File: src/rtl/regfile_spiller.sv
// Block-transfer engine between a regfile port pair and valid/ready streams:
// spill copies regfile words out through a 2-entry FIFO, fill writes incoming words into the regfile.
module regfile_spiller #(
    parameter int D = 8,
    parameter int W = 64
) (
    input  logic           clock,
    input  logic           reset_n,
    input  logic           cmd_valid,
    output logic           cmd_ready,
    input  logic           cmd_fill,
    input  logic [D:0]     cmd_base,
    input  logic [D+1:0]   cmd_count,
    output logic           busy,
    output logic           done,
    output logic           rf_rden,
    output logic [D:0]     rf_rdaddress,
    input  logic [W-1:0]   rf_q,
    output logic           rf_wren,
    output logic [D:0]     rf_wraddress,
    output logic [W-1:0]   rf_data,
    output logic           out_valid,
    input  logic           out_ready,
    output logic [W-1:0]   out_data,
    input  logic           in_valid,
    output logic           in_ready,
    input  logic [W-1:0]   in_data,
    output logic [1:0]     state_dbg
);

    // Handshakes: a word moves on out (or in) at the rising edge where valid and ready are both 1;
    // valid never depends on ready, and a command is taken on the edge where cmd_valid and cmd_ready are both 1.

    typedef enum logic [1:0] {
        IDLE  = 2'd0,
        SPILL = 2'd1,
        FILL  = 2'd2,
        DONE  = 2'd3
    } state_t;

    localparam logic [D+1:0] MAX_COUNT = {1'b1, {(D+1){1'b0}}};

    state_t         state_q, state_d;
    logic [D:0]     ptr_q, ptr_d;
    logic [D+1:0]   rem_q, rem_d;
    logic [D+1:0]   acc_rem_q, acc_rem_d;
    logic           inflight_q, inflight_d;
    logic [W-1:0]   mem0_q, mem0_d;
    logic [W-1:0]   mem1_q, mem1_d;
    logic           rd_idx_q, rd_idx_d;
    logic           wr_idx_q, wr_idx_d;
    logic [1:0]     cnt_q, cnt_d;
    logic           rf_wren_q, rf_wren_d;
    logic [D:0]     rf_wraddress_q, rf_wraddress_d;
    logic [W-1:0]   rf_data_q, rf_data_d;

    logic [D+1:0]   clamped;
    logic           out_valid_c;
    logic           out_fire;
    logic           in_ready_c;
    logic           in_fire;
    logic [2:0]     pending;
    logic           rd_issue;

    always_comb begin
        state_d        = state_q;
        ptr_d          = ptr_q;
        rem_d          = rem_q;
        acc_rem_d      = acc_rem_q;
        inflight_d     = 1'b0;
        mem0_d         = mem0_q;
        mem1_d         = mem1_q;
        rd_idx_d       = rd_idx_q;
        wr_idx_d       = wr_idx_q;
        cnt_d          = cnt_q;
        rf_wren_d      = 1'b0;
        rf_wraddress_d = rf_wraddress_q;
        rf_data_d      = rf_data_q;

        clamped     = (cmd_count > MAX_COUNT) ? MAX_COUNT : cmd_count;
        out_valid_c = (state_q == SPILL) && (cnt_q != 2'd0);
        out_fire    = out_valid_c && out_ready;
        in_ready_c  = (state_q == FILL) && (rem_q != '0);
        in_fire     = in_ready_c && in_valid;

        // Occupancy after this cycle's pop plus the read already in flight; counting the pop
        // lets a new read issue while a word leaves, so a ready consumer sees no bubbles.
        pending  = {1'b0, cnt_q} + {2'b0, inflight_q} - {2'b0, out_fire};
        rd_issue = (state_q == SPILL) && (rem_q != '0) && (pending < 3'd2);

        case (state_q)
            IDLE: begin
                if (cmd_valid) begin
                    ptr_d     = cmd_base;
                    rem_d     = clamped;
                    acc_rem_d = clamped;
                    if (clamped == '0) begin
                        state_d = DONE;
                    end else if (cmd_fill) begin
                        state_d = FILL;
                    end else begin
                        state_d = SPILL;
                    end
                end
            end
            SPILL: begin
                if (rd_issue) begin
                    inflight_d = 1'b1;
                    ptr_d      = ptr_q + (D+1)'(1);
                    rem_d      = rem_q - (D+2)'(1);
                end
                if (out_fire) begin
                    acc_rem_d = acc_rem_q - (D+2)'(1);
                    if (acc_rem_q == (D+2)'(1)) begin
                        state_d = DONE;
                    end
                end
            end
            FILL: begin
                if (in_fire) begin
                    rf_wren_d      = 1'b1;
                    rf_wraddress_d = ptr_q;
                    rf_data_d      = in_data;
                    ptr_d          = ptr_q + (D+1)'(1);
                    rem_d          = rem_q - (D+2)'(1);
                    if (rem_q == (D+2)'(1)) begin
                        state_d = DONE;
                    end
                end
            end
            default: begin
                state_d = IDLE;
            end
        endcase

        // rf_q carries the word read in the previous cycle
        if (inflight_q) begin
            if (wr_idx_q) begin
                mem1_d = rf_q;
            end else begin
                mem0_d = rf_q;
            end
            wr_idx_d = ~wr_idx_q;
        end
        if (out_fire) begin
            rd_idx_d = ~rd_idx_q;
        end
        cnt_d = cnt_q + {1'b0, inflight_q} - {1'b0, out_fire};
    end

    always_ff @(posedge clock or negedge reset_n) begin
        if (!reset_n) begin
            state_q        <= IDLE;
            ptr_q          <= '0;
            rem_q          <= '0;
            acc_rem_q      <= '0;
            inflight_q     <= 1'b0;
            mem0_q         <= '0;
            mem1_q         <= '0;
            rd_idx_q       <= 1'b0;
            wr_idx_q       <= 1'b0;
            cnt_q          <= 2'd0;
            rf_wren_q      <= 1'b0;
            rf_wraddress_q <= '0;
            rf_data_q      <= '0;
        end else begin
            state_q        <= state_d;
            ptr_q          <= ptr_d;
            rem_q          <= rem_d;
            acc_rem_q      <= acc_rem_d;
            inflight_q     <= inflight_d;
            mem0_q         <= mem0_d;
            mem1_q         <= mem1_d;
            rd_idx_q       <= rd_idx_d;
            wr_idx_q       <= wr_idx_d;
            cnt_q          <= cnt_d;
            rf_wren_q      <= rf_wren_d;
            rf_wraddress_q <= rf_wraddress_d;
            rf_data_q      <= rf_data_d;
        end
    end

    assign cmd_ready    = (state_q == IDLE);
    assign busy         = (state_q != IDLE);
    assign done         = (state_q == DONE);
    assign rf_rden      = rd_issue;
    assign rf_rdaddress = ptr_q;
    assign rf_wren      = rf_wren_q;
    assign rf_wraddress = rf_wraddress_q;
    assign rf_data      = rf_data_q;
    assign out_valid    = out_valid_c;
    assign out_data     = rd_idx_q ? mem1_q : mem0_q;
    assign in_ready     = in_ready_c;
    assign state_dbg    = state_q;

endmodule
File: config.mk
export PLATFORM = sky130hd
export DESIGN_NAME = regfile_spiller
export DESIGN_NICKNAME = d
export VERILOG_FILES = /design/src/rtl/regfile_spiller.sv
export SDC_FILE = /design/constraint.sdc
export NUM_CORES = 1
export LEC_CHECK = 0
export ABC_CLOCK_PERIOD_IN_PS = 3500
export CAP_MARGIN = 20
export CORE_MARGIN = 8
export CORE_UTILIZATION = 41
export CTS_CLUSTER_SIZE = 10
export DETAILED_ROUTE_END_ITERATION = 10
export GPL_TIMING_DRIVEN = 0
export PLACE_DENSITY = 0.8
export SYNTH_ARGS = -nofsm -noshare
export SYNTH_HDL_FRONTEND = slang
export SYNTH_SLANG_ARGS = --single-unit
export TNS_END_PERCENT = 10
File: constraint.sdc
create_clock -name clock -period 3.5 [get_ports clock]
set_input_delay 0.35 -clock clock [delete_from_list [all_inputs] [get_ports clock]]
set_output_delay 0.35 -clock clock [all_outputs]
set_load 0.05 [all_outputs]
==> run_results.csv <==
group,metric,value,unit
yosys,synth.distinct_cells,59,
die,start_util,0.414,
clock_tree,cts_tree,"built",
detailed_routing,drt_iter0_markers,327,
worst_setup_path,critical_path_class,"reg -> out",
worst_setup_path,r2r_cells,13,
worst_setup_path,path_delay_family,"adder cells",
yosys,synth_area_leaders,"dfrtp_1 56%, mux2_2 28%, ha_1 1.4%",
detailed_routing,drtPass1Iterations,5,
yosys,synth_top_flop_cell,"dfrtp_1",
cells_and_area,seq_area,5960,µm²
die,die_area,31400,µm²
yosys,synth_seq_area_share,0.559,
worst_setup_path,cp_num_cells,10,
detailed_routing,routedWlPerCell,20.4,µm
worst_setup_path,cpPeakStageDelay,470,ps
yosys,synth_edf_count,0,
global_routing,antenna_found_initial,0,
global_routing,grt_overflow,0,
worst_setup_path,start_kind,"flop",
die,core-area,25800,µm²
detailed_routing,drc,0,
detailed_routing,routed-via-count,7652,
cells_and_area,drive_gt1_frac,0.303,
yosys,synth_cells,775,
clock_tree,worstSkewPairLatency,530,ps
clock_tree,cts.clk_slew.worst_paths,50,ps
worst_setup_path,r2r-start,"state_dbg[1]",
worst_setup_path,rr_endpoint,"rem_q[3]",
detailed_routing,ant_nets,0,
yosys,synth_nets,941,
die,die_y,177,µm
worst_setup_path,critPathArrivalTime,3070,ps
yosys,syn_area_per_cell,13.8,µm²
yosys,synth.largest_area_cell,"dfrtp_1",
cells_and_area,antenna_cells,0,
global_routing,grt_pass1_wl,46.2,mm
sta,hold_viol,0,
sta,fin_crit_sh,0.977,
cells_and_area,fillers,2060,
sta,worstMarginPinSlew,704,ps
sta,fmax,0.292,GHz
clock_tree,clock-sinks,238,
sta,drv_slew,0,
clock_tree,cts_root_buffer,"clkbuf_16",
yosys,syn_area,10700,µm²
clock_tree,h-tree-depth,1,
sta,setup_tns,0,ps
run_status,outcome,"finished, final reports clean",
place,dp_slack,-584,ps
global_routing,globalRouteTotalUtil,0.183,
yosys,synth_seq_cells,238,
clock_tree,cts_buffer_depth,3,
detailed_routing,post_drt_via_cell_ratio,5.24,
place,dp_hpwl,22.0,mm
yosys,synthArstFlopShare,1.00,
detailed_routing,wl,29.7,mm
worst_setup_path,path_cells,"inv_1 > ha_4 > o211a_4 > ha_1 > inv_1 > ha_1 > fa_1 > nor3b_4 > o21a_2 > buf_8",
die,num_rows,59,
cells_and_area,layout.cells.non_filler,1460,
sta,skew,11.7,ps
place,port_buffers,307,
die,num_io_pins,308,
global_routing,grt_max_degree,101,
place,dpl.cell_count,1419,
worst_setup_path,critPathSlowestCell,"fa_1",
worst_setup_path,worstPathRequired,3150,ps
place,gp_congestion,0.848,
worst_setup_path,cp_max_fo,10,
clock_tree,numCtsBuffers,28,
worst_hold_path,hp-class,"in -> async",
sta,setup_violations,0,
sta,grt_setup_unrepaired,"yes",
sta,max_slew_margin,0.531,
yosys,yosysTopAreaCellShare,0.559,
global_routing,grt_pass1_vias,8292,
worst_setup_path,end_kind,"output port",
cells_and_area,syn_to_final_growth,41.1,%
sta,finalWorstSetupSlack,79.4,ps
cells_and_area,nNetsFinal,1284,
yosys,yosys_warnings,0,
worst_setup_path,r2r_slack,340,ps
job,drv_cap,0,
die,die_w,177,µm
worst_setup_path,cp_num_buf_inv,3,
sta,layout_min_cycle_time,3420,ps
cells_and_area,multiInputGateArea,4470,µm²
[stage by stage]
step                      hold slack, ps   util  cell area (µm²)
after floorplan                     54.4      -            10700
after global placement               465  0.549            14200
after detailed placement             275  0.552            14200
after CTS                            316  0.583            15000
after global routing                 345  0.584            15000
final                                323  0.584            15000
[worst register-to-register path, stage by stage (launching register included)]
cell and delay (ps):
dfrtp_1 370, inv_1 130, ha_4 220, o211a_4 220, ha_1 230, inv_1 60
ha_1 150, fa_1 470, nor3b_4 290, o21a_2 250, buf_4 130, buf_4 130
o21ai_2 130, a221oi_2 300
[area by class of cell]
cell class | count | area share
inverters | 22 | 0.00549
flip-flops and latches | 238 | 0.396
clock inverters | 2 | 0.000665
clock buffers | 35 | 0.0497
plain buffers | 39 | 0.0118
repair buffers | 314 | 0.211
multi-input cells | 475 | 0.297
well taps | 335 | 0.0279
[metal layers]
layer | share of wire | vias to the layer above | GRT usage
li1 | - | 3489 | -
met1 | 0.40 | 3831 | 0.219
met2 | 0.48 | 294 | 0.309
met3 | 0.10 | 38 | 0.0687
met4 | 0.016 | 0 | 0.0375
met5 | 0 | - | 0
[worst max path at each step]
stage,from,to,slack [ps]
after detailed placement,state_dbg[1],rf_rden,-580
final,state_dbg[1],rf_rden,80
after floorplan,state_dbg[1],rem_q[3],4
after CTS,state_dbg[1],rf_rden,10
after global routing,state_dbg[0],rf_rden,-50
after global placement,reset_n,rf_data[37],-8200
[state kept, by name, indices dropped and copies added, names as in the netlist]
signal / count
cnt_q: 2
rf_data: 64
rf_wren: 1
wr_idx_q: 1
state_dbg: 2
mem1_q: 64
rd_idx_q: 1
rf_wraddress: 9
acc_rem_q: 10
rem_q: 10
rf_rdaddress: 9
mem0_q: 64
inflight_q: 1
[cells in the final DEF (no fill, tap or decap), drive strengths merged, types with 8 or more instances in the layout]
master	n
o21ai	24
mux2	265
a21oi	14
dfrtp	238
ha	12
clkdlybuf4s50	305
clkbuf	58
buf	24
nand3	12
nor2	17
inv	22
nand2	21
nor2b	9
o22ai	8
[synth_stat cells (all sizes together) (4+ instances only)]
| cell type | count |
|---|---|
| nor3 | 7 |
| o21a | 6 |
| nand3 | 12 |
| nand2 | 21 |
| o221a | 4 |
| a211o | 4 |
| inv | 22 |
| mux2i | 6 |
| a2bb2oi | 4 |
| nor2 | 17 |
| nor4 | 7 |
| mux2 | 265 |
| o31ai | 7 |
| o21ai | 24 |
| clkbuf | 23 |
| nor2b | 9 |
| nand2b | 4 |
| a21oi | 14 |
| ha | 12 |
| a22oi | 4 |
| dfrtp | 238 |
| buf | 17 |
| o22ai | 8 |
[cell families after synthesis]
logic type | count (synthesis) | synth area share
adder cells (fa/ha/maj) | 13 | 0.0160
buffers and inverters | 62 | 0.0248
flip-flops | 238 | 0.559
AND/OR/NAND/NOR | 90 | 0.0455
multiplexers | 271 | 0.286
XOR/XNOR | 3 | 0.00246
AO/OA/AOI/OAI | 98 | 0.0671
[what timing repair did]
item                                   4_1_cts  5_1_grt
buffers inserted                             4        0
pin swaps                                    1        1
setup endpoints to repair                   19       17
endpoints found under the hold margin       46        0
gates resized for setup                     11        4
cloned                                       0        0
hold buffers                                 1        0
Power is left out: the tool's default activity adds up to more than one toggle a clock period on the data nets, which glitch-free logic cannot reach.
